### src/rtl/bayer_frame_gen.sv
// -----------------------------------------------------------------------------
// bayer_frame_gen
//
// Deterministic raw Bayer frame source. It stands in for the camera capture
// path and produces a 12-bit pixel stream with coordinates in the form that
// image_proc consumes.
//
// Handshake: there is no back-pressure. A pixel is transferred on every cycle
// where oDVAL is high. oDATA, oX_Cont and oY_Cont always describe the same
// pixel on the same cycle. iSTART and iSTOP are sampled on the rising edge of
// iCLK, and iSTOP is held internally as a sticky request.
//
// Ports
//   iCLK        pixel clock, rising edge
//   iRST        asynchronous, active-high reset
//   iSTART      start streaming when sampled high in IDLE
//   iSTOP       finish the current frame, then return to IDLE (sticky)
//   iMODE       pattern: 0 ramp, 1 colour bars, 2 constant, 3 checker
//   iCONST      pixel value used by mode 2
//   oDATA       raw pixel (0 when not valid)
//   oDVAL       pixel valid
//   oX_Cont     column of the current pixel (0 outside ACTIVE)
//   oY_Cont     row of the current pixel (held through HBLANK)
//   oFVAL       frame active (ACTIVE or HBLANK)
//   oFrame_Cont completed-frame counter, wraps
//   oBUSY       state is not IDLE
//   oState      debug view of the FSM state encoding
// -----------------------------------------------------------------------------
module bayer_frame_gen #(
  parameter int H_ACTIVE = 1280,
  parameter int V_ACTIVE = 960,
  parameter int H_BLANK  = 16,
  parameter int V_BLANK  = 4,
  parameter int STARTUP  = 2
) (
  input  logic        iCLK,
  input  logic        iRST,
  input  logic        iSTART,
  input  logic        iSTOP,
  input  logic [1:0]  iMODE,
  input  logic [11:0] iCONST,
  output logic [11:0] oDATA,
  output logic        oDVAL,
  output logic [10:0] oX_Cont,
  output logic [10:0] oY_Cont,
  output logic        oFVAL,
  output logic [15:0] oFrame_Cont,
  output logic        oBUSY,
  output logic [2:0]  oState
);

  typedef enum logic [2:0] {
    S_IDLE    = 3'd0,
    S_STARTUP = 3'd1,
    S_ACTIVE  = 3'd2,
    S_HBLANK  = 3'd3,
    S_VBLANK  = 3'd4
  } state_t;

  // One shared phase counter covers STARTUP, HBLANK and VBLANK.
  localparam int CNT_M1  = (STARTUP > H_BLANK) ? STARTUP : H_BLANK;
  localparam int CNT_MAX = (CNT_M1 > V_BLANK) ? CNT_M1 : V_BLANK;
  localparam int CW      = $clog2(CNT_MAX + 1);

  // STARTUP runs counts 0..STARTUP so that the first pixel appears after
  // edge n+STARTUP+1 when iSTART is sampled at edge n.
  localparam logic [CW-1:0] SU_END = CW'(STARTUP);
  localparam logic [CW-1:0] HB_END = CW'(H_BLANK - 1);
  localparam logic [CW-1:0] VB_END = CW'(V_BLANK - 1);
  localparam logic [10:0]   X_LAST = 11'(H_ACTIVE - 1);
  localparam logic [10:0]   Y_LAST = 11'(V_ACTIVE - 1);

  state_t          state;
  state_t          stateNext;
  logic [CW-1:0]   cnt;
  logic [CW-1:0]   cntNext;
  logic            stopReq;
  logic            stopNext;
  logic [1:0]      modeSh;
  logic [11:0]     constSh;

  logic            latch;
  logic            dvalNext;
  logic [10:0]     xNext;
  logic [10:0]     yNext;
  logic            frameInc;
  logic [1:0]      modeEff;
  logic [11:0]     constEff;
  logic [2:0]      bar;
  logic [1:0]      site;
  logic [11:0]     dataNext;

  assign oState = state;

  // Next-state logic. Outputs are registered from the *next* pixel position,
  // so every decision here is made about the cycle currently on the outputs.
  always_comb begin
    stateNext = state;
    cntNext   = cnt;
    stopNext  = stopReq;
    latch     = 1'b0;
    dvalNext  = 1'b0;
    xNext     = 11'd0;
    yNext     = oY_Cont;

    case (state)
      S_IDLE: begin
        yNext = 11'd0;
        if (iSTART) begin
          stateNext = S_STARTUP;
          cntNext   = '0;
          latch     = 1'b1;
          // Start wins over a simultaneous stop, but the stop is remembered.
          stopNext  = iSTOP;
        end
      end

      S_STARTUP: begin
        yNext = 11'd0;
        if (iSTOP) stopNext = 1'b1;
        if (cnt == SU_END) begin
          stateNext = S_ACTIVE;
          cntNext   = '0;
          dvalNext  = 1'b1;
        end else begin
          cntNext = cnt + CW'(1);
        end
      end

      S_ACTIVE: begin
        if (iSTOP) stopNext = 1'b1;
        if (oX_Cont == X_LAST) begin
          stateNext = S_HBLANK;
          cntNext   = '0;
        end else begin
          dvalNext = 1'b1;
          xNext    = oX_Cont + 11'd1;
        end
      end

      S_HBLANK: begin
        if (iSTOP) stopNext = 1'b1;
        if (cnt == HB_END) begin
          cntNext = '0;
          if (oY_Cont < Y_LAST) begin
            stateNext = S_ACTIVE;
            dvalNext  = 1'b1;
            yNext     = oY_Cont + 11'd1;
          end else begin
            stateNext = S_VBLANK;
            yNext     = 11'd0;
          end
        end else begin
          cntNext = cnt + CW'(1);
        end
      end

      S_VBLANK: begin
        yNext = 11'd0;
        if (iSTOP) stopNext = 1'b1;
        if (cnt == VB_END) begin
          cntNext = '0;
          // A stop seen on the final VBLANK cycle still ends the stream here.
          if (stopReq || iSTOP) begin
            stateNext = S_IDLE;
            stopNext  = 1'b0;
          end else begin
            stateNext = S_ACTIVE;
            dvalNext  = 1'b1;
            latch     = 1'b1;
          end
        end else begin
          cntNext = cnt + CW'(1);
        end
      end

      default: begin
        stateNext = S_IDLE;
        cntNext   = '0;
        stopNext  = 1'b0;
        yNext     = 11'd0;
      end
    endcase

    frameInc = dvalNext && (xNext == X_LAST) && (yNext == Y_LAST);
  end

  // Pattern generator. On a latch cycle the first pixel must already use the
  // newly sampled mode/const, so the live inputs bypass the shadow registers.
  always_comb begin
    modeEff  = latch ? iMODE : modeSh;
    constEff = latch ? iCONST : constSh;
    bar      = xNext[9:7];
    site     = {yNext[0], xNext[0]};
    dataNext = 12'd0;
    if (dvalNext) begin
      case (modeEff)
        2'd0: dataNext = {1'b0, xNext} + {1'b0, yNext};
        2'd1: begin
          case (site)
            2'b01:   dataNext = bar[0] ? 12'hFFF : 12'h000;  // R
            2'b10:   dataNext = bar[2] ? 12'hFFF : 12'h000;  // B
            default: dataNext = bar[1] ? 12'hFFF : 12'h000;  // G
          endcase
        end
        2'd2:    dataNext = constEff;
        default: dataNext = (xNext[3] ^ yNext[3]) ? 12'hFFF : 12'h000;
      endcase
    end
  end

  always_ff @(posedge iCLK or posedge iRST) begin
    if (iRST) begin
      state       <= S_IDLE;
      cnt         <= '0;
      stopReq     <= 1'b0;
      modeSh      <= 2'd0;
      constSh     <= 12'd0;
      oDATA       <= 12'd0;
      oDVAL       <= 1'b0;
      oX_Cont     <= 11'd0;
      oY_Cont     <= 11'd0;
      oFVAL       <= 1'b0;
      oFrame_Cont <= 16'd0;
      oBUSY       <= 1'b0;
    end else begin
      state       <= stateNext;
      cnt         <= cntNext;
      stopReq     <= stopNext;
      if (latch) begin
        modeSh  <= iMODE;
        constSh <= iCONST;
      end
      oDATA       <= dataNext;
      oDVAL       <= dvalNext;
      oX_Cont     <= xNext;
      oY_Cont     <= yNext;
      oFVAL       <= (stateNext == S_ACTIVE) || (stateNext == S_HBLANK);
      oFrame_Cont <= oFrame_Cont + {15'd0, frameInc};
      oBUSY       <= (stateNext != S_IDLE);
    end
  end

endmodule

### config.mk
export PLATFORM = sky130hd
export DESIGN_NAME = bayer_frame_gen
export DESIGN_NICKNAME = d
export VERILOG_FILES = /design/src/rtl/bayer_frame_gen.sv
export SDC_FILE = /design/constraint.sdc
export NUM_CORES = 1
export LEC_CHECK = 0
export ABC_AREA = 0
export CORE_MARGIN = 5
export CORE_UTILIZATION = 37
export CTS_CLUSTER_DIAMETER = 100
export CTS_CLUSTER_SIZE = 16
export DETAILED_ROUTE_END_ITERATION = 7
export SYNTH_ARGS = -nofsm -noshare
export SYNTH_HDL_FRONTEND = slang
export SYNTH_SLANG_ARGS = --single-unit
export TNS_END_PERCENT = 20
### constraint.sdc
create_clock -name iCLK -period 8.7 [get_ports iCLK]
set_input_delay 2.175 -clock iCLK [delete_from_list [all_inputs] [get_ports iCLK]]
set_output_delay 2.175 -clock iCLK [all_outputs]
set_load 0.02 [all_outputs]
==> out/results.ini, run 1 <==
[clock_network]
cts.sinks = 76
post_cts_resized = 0
cts_tree = done
clk_pin_slew_worst_paths_ps = 60
cts_made_buffers = 9
root_buffer = clkbuf_16
cts-hold-fix-buffers = 0
insertion_delay_ps = 340
cts_buffer_depth = 2
h-tree-depth = 3
post_cts_buffers = 0

[final_layout]
stdcell_area_mm2 = 0.005545
layout-drive-gt1-share_pct = 8.829
fin_util_pct = 46.75
num-nets-final = 557
antenna_cells_inserted = 0
syn2layout_area_growth_pct = 25.45

[synth]
yosysTopAreaCell = dfrtp_1
synth.top_cell.area_share_pct = 43.02
synth_ff_type = dfrtp_1
synthArstFlopShare_pct = 100.0
netlist_area_mm2 = 0.004420
ys_ff_latch = 76
synth_area_leaders = dfrtp_1 (43%), ha_1 (5.9%), nand2_1 (3.4%)
yosysWarningCount = 0
yosys-top-cells-count = dfrtp_1 (76), nand2_1 (40), nor2_1 (27)
syn_area_per_cell_um2 = 9.911
synth_cells = 446
ys_seq_area_share_pct = 43.02
synth_nets = 486
yosysMostFrequentCell = dfrtp_1
synthDistinctLibCells = 66
synth-edff-count = 0

[timing]
tns_ps = 0
finalCritPeriodShare_pct = 54.58
hold_viol_final = 0
tightestPinTransition_ps = 980.6
post-route-min-period_ps = 4749
slew_headroom_pct = 34.63
fin_skew_ps = 7.937
slew_viol_final = 0
rsz0062_at_grt = no
setup_violations = 0
max_freq_mhz = 210.6

[critical_path]
worstSetupStartpointType = input pin
reg2reg_slack_ps = 4190
cpPeakStageDelay_ps = 680
path_cells = clkdlybuf4s50_1 -> nor4b_2 -> a31oi_4 -> mux2i_2 -> inv_2 -> a2111o_1 -> o221ai_1 -> a21oi_1
path_max_fanout = 17
worst_ep_required_time_ps = 8900
crit_family = compound AO/OA/AOI/OAI gates
critPathBufInv = 2
slowest_stage = mux2i_2
critPathKind = in2reg
endpoint_kind = flop
critPathArrivalTime_ps = 4950

[die]
dieArea_mm2 = 0.01423
die_h_um = 119.3
rows = 40
coreArea_mm2 = 0.01186
initial_core_util_pct = 37.27
io_pins = 74
die_width_um = 119.3

[grt]
first_global_vias = 3494
grt_antenna_before_repair = 0
grt_pass1_wl_mm = 18.10
grt-ovfl-total = 0
grt_start_max_net_pins = 77
globalRouteTotalUtil_pct = 15.87

[route]
drt_first_pass_iters = 4
route.met2.wl_mm = 5.169
wl_met1_mm = 5.461
highest_layer = met4
drc_errors = 0
vias = 3614
post_drt_wl_per_cell_um = 16.90
dr.first_iter.drc_count = 259
wl_met3_um = 437
final_antenna_net_count = 0
via_per_inst = 5.410
wl_mm = 11.29

[run]
drv_cap = 0

[placement]
placed_cell_area_mm2 = 0.005276
port_buffers = 73
hpwl_mm = 8.462
routabilityCongestion = 0.8532

[power]
vdd_drop_max_mv = 0.09131
powerDensity_mw_per_mm2 = 135.6
power.leakage_nw = 2.307

[min_path]
hp-class = reg2reg

[status]
status = finished clean

## final timing paths
kind / end / depth (start not counted) / start
max: oDATA[8] / 8 / iSTART
min: oFrame_Cont[15] / 1 / oFrame_Cont[15]
max reg2reg: oFrame_Cont[12] / 15 / cnt[1]
min reg2reg: oFrame_Cont[15] / 1 / oFrame_Cont[15]
max in group asynchronous: cnt[1] / 3 / iRST
min in group asynchronous: constSh[2] / 3 / iRST
## power by group
part	internal [W]	switching, W
combinational	0.0000204	0.0000245
clock	0.000199	0.000144
sequential	0.000361	0.00000289
total	0.000580	0.000172
## layout make-up
class | count | area [um^2]
inverters | 19 | 71.32
well taps | 147 | 183.9
repair buffers | 75 | 745.7
clock buffers | 11 | 242.7
multi-input cells | 336 | 2374
clock inverters | 4 | 26.28
fillers | 1154 | 6316
flip-flops and latches | 76 | 1902
## metrics by stage
step | hold WS (ps) | setup WS [ps] | total power (W) | cells
after global placement | 462.2 | 3652 | 0.0004156 | 653
after detailed placement | 472.5 | 3588 | 0.0004163 | 653
after global routing | 487.5 | 3702 | 0.0007796 | 668
after floorplan | 467.0 | 4587 | 0.0003925 | 446
after CTS | 480.6 | 3938 | 0.0007593 | 668
final | 469.8 | 3951 | 0.0007519 | 668
## cells in the final DEF, fill, tap and decap left out, drive strengths merged, types with 7 or more instances in the layout
cell           count
a21oi             22
nand3             21
nand4             10
a31oi             18
nand2b            10
clkdlybuf4s50     73
nand2             40
inv               19
mux2i              7
clkbuf            11
nor2b              7
mux2              13
and3              10
nor3               8
xnor2             16
ha                21
dfrtp             76
o21ai             22
nor2              27
## logic make-up after synthesis
logic type	synth area share (%)
AOI/OAI and AO/OA	16.90
buffers and inverters	3.283
xor gates and xnor gates	4.161
adders and majority gates	6.397
muxes	5.265
and+or+nand+nor	20.97
DFF	43.02
## layer usage
layer / up-vias / global-route usage [%]
met1: 1737 / 22.43
met2: 76 / 24.44
met4: 0 / 6.442
li1: 1786 / -
met3: 15 / 2.232
met5: - / 0
## state kept, by name, indices dropped and copies added, names as in the netlist
| register | flops |
|---|---|
| cnt | 5 |
| constSh | 12 |
| modeSh | 2 |
| oBUSY | 1 |
| oDATA | 12 |
| oDVAL | 1 |
| oFVAL | 1 |
| oFrame_Cont | 16 |
| oState | 3 |
| oX_Cont | 11 |
| oY_Cont | 11 |
| stopReq | 1 |
## worst reg2reg max path: stages (launching register included)
cell and delay, ps:
dfrtp_1 380, ha_1 230, and3_1 200, ha_1 370, nand2_1 190, a2111oi_0 440, o21ai_0 280, a2111o_1 450
nor4_1 360, and4_1 290, ha_1 250, ha_1 260, nand2_1 110, or2_2 320, nor2_1 130, xor2_1 170
No activity file was read; power rests on OpenSTA's default activity.
==> inputs of run 2 (changes only) <==
==> constraint.sdc (replaced) <==
create_clock -name iCLK -period 4.3 [get_ports iCLK]
set_input_delay 1.075 -clock iCLK [delete_from_list [all_inputs] [get_ports iCLK]]
set_output_delay 1.075 -clock iCLK [all_outputs]
set_load 0.02 [all_outputs]
==> out/results.ini, run 2 (same netlist as run 1, synthesis figures left out) <==
[route]
drc_errors = 0  ; unchanged
final_antenna_net_count = 0  ; unchanged
dr.first_iter.drc_count = 196  ; -24%
drt_first_pass_iters = 5  ; +1
wl_mm = 11.30  ; about the same
post_drt_wl_per_cell_um = 16.73  ; -0.99%
vias = 3677  ; +1.7%
via_per_inst = 5.447  ; +0.69%

[timing]
post-route-min-period_ps = 4011
setup_violations = 0  ; unchanged
holdWs_ps = 470.7  ; +0.8660 ps
slew_viol_final = 0  ; unchanged
tns_ps = 0  ; unchanged
slew_headroom_pct = 38.78  ; +4.2 points
rsz0062_at_grt = no
tightestPinTransition_ps = 906.4  ; -74.13 ps
max_freq_mhz = 249.3
hold_viol_final = 0  ; unchanged
fin_skew_ps = 6.537  ; -1.400 ps
finalCritPeriodShare_pct = 93.28
layout_setup_ws_ps = 289.0  ; -3662 ps

[run]
drv_cap = 0  ; unchanged

[critical_path]
slowest_stage = a2111o_1
endpoint_kind = flop
reg2reg_slack_ps = 290  ; -3900 ps
r2r_start = cnt[1]
critPathArrivalTime_ps = 4270  ; -680 ps
crit_family = simple AND/OR/NAND/NOR gates
reg2reg_to = oFrame_Cont[14]
reg2regPathDepth = 15  ; unchanged
critPathKind = reg2reg
worstSetupStartpointType = flop
worst_ep_required_time_ps = 4560  ; -4340 ps
path_cells = ha_1 -> and3_1 -> ha_4 -> nand2_1 -> a2111oi_2 -> o21ai_1 -> a2111o_1 -> nor4_1 -> and4_1 -> ha_2 -> ha_2 -> nand2_1 -> or2_2 -> nor2_1 -> xor2_1
critPathBufInv = 0  ; -2
cpPeakStageDelay_ps = 430  ; -250 ps
path_max_fanout = 10  ; -7

[grt]
first_global_vias = 3657  ; +4.7%
grt_pass1_wl_mm = 18.64  ; +3.0%
globalRouteTotalUtil_pct = 16.23  ; +0.36 points
grt_antenna_before_repair = 0  ; unchanged
grt_start_max_net_pins = 74  ; -3.9%
grt-ovfl-total = 0  ; unchanged

[final_layout]
largest_reg_flops = 16  ; unchanged
nFillCells = 1139  ; -1.3%
reg_top3 = oFrame_Cont: 16 flops, constSh: 12 flops, oDATA: 12 flops
layout-drive-gt1-share_pct = 10.98  ; +2.2 points
fin_util_pct = 47.90  ; +1.1 points
syn2layout_area_growth_pct = 28.53
stdcell_count = 675  ; +1.0%
final_cell_mix = dfrtp_1 (76), clkdlybuf4s50_1 (73), nand2_1 (40), nor2_1 (27), a21oi_1 (22)
final_common_cell = dfrtp_1
top_register = oFrame_Cont
num-nets-final = 563  ; +1.1%
antenna_cells_inserted = 0  ; unchanged

[clock_network]
root_buffer = clkbuf_16
h-tree-depth = 3  ; unchanged
cts_made_buffers = 9  ; unchanged
clk_pin_slew_worst_paths_ps = 60  ; about the same
post_cts_buffers = 0  ; unchanged
cts.sinks = 76  ; unchanged
cts_buffer_depth = 2  ; unchanged
cts_tree = done
insertion_delay_ps = 340  ; about the same

[min_path]
hp-class = reg2reg
hold_depth = 1  ; unchanged
min_to = oFrame_Cont[15]
min_from = oFrame_Cont[15]

[placement]
hpwl_mm = 8.471  ; about the same
dp_cells = 659  ; +0.92%
routabilityCongestion = 0.8616  ; +0.98%
port_buffers = 73  ; unchanged
dp_slack_ps = -27.61  ; -3616 ps

[power]
seq_power_share_pct = 44.1  ; -4.3 points
intPower_w = 0.001313  ; +130%
power.leakage_nw = 2.356  ; +2.2%
switching_share_pct = 21.29  ; -1.5 points
vdd_drop_max_mv = 0.1877  ; +110%
clkPwrFrac_pct = 50.4  ; +4.8 points
p_sw_w = 0.0003552  ; +110%
p_comb_share_pct = 5.5  ; -0.5 points
powerDensity_mw_per_mm2 = 293.6  ; +120%

[die]
die_width_um = 119.3  ; unchanged
dieArea_mm2 = 0.01423  ; unchanged
die_h_um = 119.3  ; unchanged
rows = 40  ; unchanged
initial_core_util_pct = 37.27  ; unchanged
coreArea_mm2 = 0.01186  ; unchanged
io_pins = 74  ; unchanged

[status]
status = finished clean

[run 2: layout make-up]
class | count | area (um^2) | area share [%]
clock inverters | 5 | 83.83 | 1.475
flip-flops and latches | 76 | 1902 | 33.47
well taps | 147 | 183.9 | 3.237
clock buffers | 11 | 252.7 | 4.448
multi-input cells | 336 | 2397 | 42.19
inverters | 19 | 71.32 | 1.255
repair buffers | 81 | 790.8 | 13.92
[run 2: power groups by stage]
stage                     logic (W)  registers (W)  clock network [W]
after floorplan           0.0000353       0.000759                  0
after CTS                 0.0000940       0.000736           0.000857
after global routing       0.000101       0.000737           0.000883
after global placement    0.0000933       0.000748                  0
after detailed placement  0.0000936       0.000749                  0
final                     0.0000913       0.000736           0.000841
[run 2: timing repair]
item	4_1_cts	5_1_grt
hold buffers	0	0
endpoints found under the setup margin	2	5
gates resized for setup	1	6
[run 2: metrics by stage]
step,total power [W],cell area (um^2)
after detailed placement,0.0008423,5321
after floorplan,0.0007941,4420
after global placement,0.0008417,5321
after global routing,0.001720,5682
final,0.001668,5682
after CTS,0.001686,5660
[run 2: worst max-delay path by stage]
stage                     cells past startpoint               to  startpoint  slack [ps]
final                                        15  oFrame_Cont[14]      cnt[1]         290
after detailed placement                     15  oFrame_Cont[14]      cnt[1]         -30
after global placement                       15  oFrame_Cont[14]      cnt[1]         300
after CTS                                    15  oFrame_Cont[14]      cnt[1]          30
after floorplan                              16  oFrame_Cont[14]      cnt[1]         740
after global routing                         15  oFrame_Cont[14]      cnt[1]           9
[run 2: metal layers]
metal  global-route usage, %  routed length, um  up-vias
li1                        -                  -     1794
met1                   21.70               5311     1785
met2                   26.07               5265       83
met3                   3.419                526       15
met4                   5.655                191        0
met5                       0                  0        -
==> inputs of run 3 (changes only) <==
--- a/config.mk
+++ b/config.mk
@@ -11,6 +11,8 @@
 export CTS_CLUSTER_DIAMETER = 100
 export CTS_CLUSTER_SIZE = 16
 export DETAILED_ROUTE_END_ITERATION = 7
+export GPL_ROUTABILITY_DRIVEN = 0
+export PLACE_DENSITY = 0.62
 export SYNTH_ARGS = -nofsm -noshare
 export SYNTH_HDL_FRONTEND = slang
 export SYNTH_SLANG_ARGS = --single-unit
==> out/results.ini, run 3 (same netlist as run 1, synthesis figures left out) <==
[timing]
slew_headroom_pct = 34.65  ; -4.1 points
tightestPinTransition_ps = 980.3  ; +73.86 ps
layout_setup_ws_ps = 294.3  ; +5.296 ps
setup_violations = 0  ; unchanged
post-route-min-period_ps = 4006  ; -5.296 ps
fin_skew_ps = 4.590  ; -1.947 ps
slew_viol_final = 0  ; unchanged
max_freq_mhz = 249.6  ; +0.13%
finalCritPeriodShare_pct = 93.16  ; -0.12 points
rsz0062_at_grt = no
tns_ps = 0  ; unchanged
hold_viol_final = 0  ; unchanged

[clock_network]
h-tree-depth = 3  ; unchanged
cts_made_buffers = 9  ; unchanged
cts.sinks = 76  ; unchanged
clk_pin_slew_worst_paths_ps = 60  ; about the same
root_buffer = clkbuf_16
cts_tree = done
insertion_delay_ps = 330  ; about the same
cts-hold-fix-buffers = 0  ; unchanged
cts_buffer_depth = 2  ; unchanged

[die]
die_width_um = 119.3  ; unchanged
io_pins = 74  ; unchanged
coreArea_mm2 = 0.01186  ; unchanged
dieArea_mm2 = 0.01423  ; unchanged
rows = 40  ; unchanged
die_h_um = 119.3  ; unchanged
initial_core_util_pct = 37.27  ; unchanged

[critical_path]
slowest_stage = a2111o_1
reg2reg_slack_ps = 290  ; about the same
cpPeakStageDelay_ps = 420  ; about the same
path_cells = ha_1 -> and3_1 -> ha_4 -> nand2_1 -> a2111oi_0 -> o21ai_1 -> a2111o_1 -> nor4_2 -> and4_1 -> ha_1 -> ha_2 -> nand2_1 -> or2_2 -> nor2_1 -> xor2_1
crit_start = cnt[1]
worst_ep_required_time_ps = 4560  ; about the same
endpoint_kind = flop
critPathKind = reg2reg
r2r_start = cnt[1]
crit_family = simple AND/OR/NAND/NOR gates
critPathArrivalTime_ps = 4260  ; about the same
worstSetupStartpointType = flop
path_max_fanout = 10  ; unchanged
critPathBufInv = 0  ; unchanged

[final_layout]
antenna_cells_inserted = 0  ; unchanged
layout-drive-gt1-share_pct = 10.82  ; -0.17 points
syn2layout_area_growth_pct = 28.33
top_register = oFrame_Cont
final_cell_mix = dfrtp_1 (76), clkdlybuf4s50_1 (73), nand2_1 (40), nor2_1 (27), a21oi_1 (22)
final_common_cell = dfrtp_1
reg_top3 = oFrame_Cont: 16 flops, constSh: 12 flops, oDATA: 12 flops
num-nets-final = 562  ; -0.18%
fin_util_pct = 47.83  ; -0.074 points
largest_reg_flops = 16  ; unchanged

[route]
vias = 3637  ; -1.1%
drt_first_pass_iters = 4  ; -1
drc_errors = 0  ; unchanged
post_drt_wl_per_cell_um = 16.39  ; -2.0%
final_antenna_net_count = 0  ; unchanged
wl_mm = 11.05  ; -2.2%
dr.first_iter.drc_count = 205  ; +4.6%
via_per_inst = 5.396  ; -0.94%

[run]
drv_cap = 0  ; unchanged

[status]
status = finished clean

[min_path]
hp-class = reg2reg
min_from = oFrame_Cont[15]

[power]
vdd_drop_max_mv = 0.1847  ; -1.6%
switching_share_pct = 22.01  ; +0.72 points
powerDensity_mw_per_mm2 = 294.1  ; +0.19%
p_comb_share_pct = 5.5  ; about the same
power.leakage_nw = 2.357  ; about the same
p_sw_w = 0.0003672  ; +3.4%
seq_power_share_pct = 44.1  ; about the same
intPower_w = 0.001301  ; -0.88%
clkPwrFrac_pct = 50.5  ; about the same

[grt]
globalRouteTotalUtil_pct = 15.95  ; -0.27 points
grt-ovfl-total = 0  ; unchanged
grt_pass1_wl_mm = 18.40  ; -1.3%
grt_antenna_before_repair = 0  ; unchanged
grt_start_max_net_pins = 77  ; +4.1%
first_global_vias = 3550  ; -2.9%

[placement]
port_buffers = 73  ; unchanged
hpwl_mm = 8.336  ; -1.6%
dp_slack_ps = 77.03  ; +104.6 ps

## run 3: stage by stage
step                cells  instance area, um^2   power, W  hold slack (ps)
global placement      658                 5314  0.0008414            464.8
detailed placement    658                 5314  0.0008418            466.8
global route          674                 5673   0.001724            510.1
finish                674                 5673   0.001669            468.6
CTS                   674                 5647   0.001689            477.9
floorplan             446                 4420  0.0007941            467.0
## run 3: final cells by class
cell class | instances | area [um^2]
Multi-Input combinational cell | 336 | 2400
Timing Repair Buffer | 80 | 783.3
Clock inverter | 6 | 93.84
Fill cell | 1104 | 6188
Clock buffer | 10 | 239.0
Sequential cell | 76 | 1902
Inverter | 19 | 71.32
Tap cell | 147 | 183.9
## run 3: per-layer routing
layer  track usage (%)  share of wire, %  vias up
met3             3.609               5.9       17
li1                  -                 -     1800
met4             5.297               2.0        0
met2             24.51                46       81
met5                 0                 0        -
met1             22.25                46     1739
## run 3: final timing paths
kind                                         to  cells after the start
worst max-delay path            oFrame_Cont[14]                     15
max in group asynchronous            oY_Cont[8]                      3
min in group asynchronous        oFrame_Cont[5]                      3
worst max register to register  oFrame_Cont[14]                     15
worst min register to register  oFrame_Cont[15]                      1
worst min-delay path            oFrame_Cont[15]                      1
## run 3: worst reg2reg max path, delay by kind of cell (launching register included)
family | cells | cell delay [ps]
flops | 1 | 390
simple gates | 7 | 1470
xor+xnor | 1 | 150
compound gates | 3 | 1000
fa+ha+maj | 4 | 930
## run 3: timing repair
action | CTS | global route
endpoints found under the hold margin | 0 | 0
endpoints found under the setup margin | 0 | 4
buffers inserted | 0 | 0
gates resized for setup | 0 | 6
## run 3: power groups by stage
stage	sequential, W	combinational, W	clock, W
finish	0.000736	0.0000910	0.000842
global route	0.000737	0.000101	0.000886
CTS	0.000736	0.0000939	0.000859
detailed placement	0.000748	0.0000933	0
global placement	0.000748	0.0000931	0
floorplan	0.000759	0.0000353	0
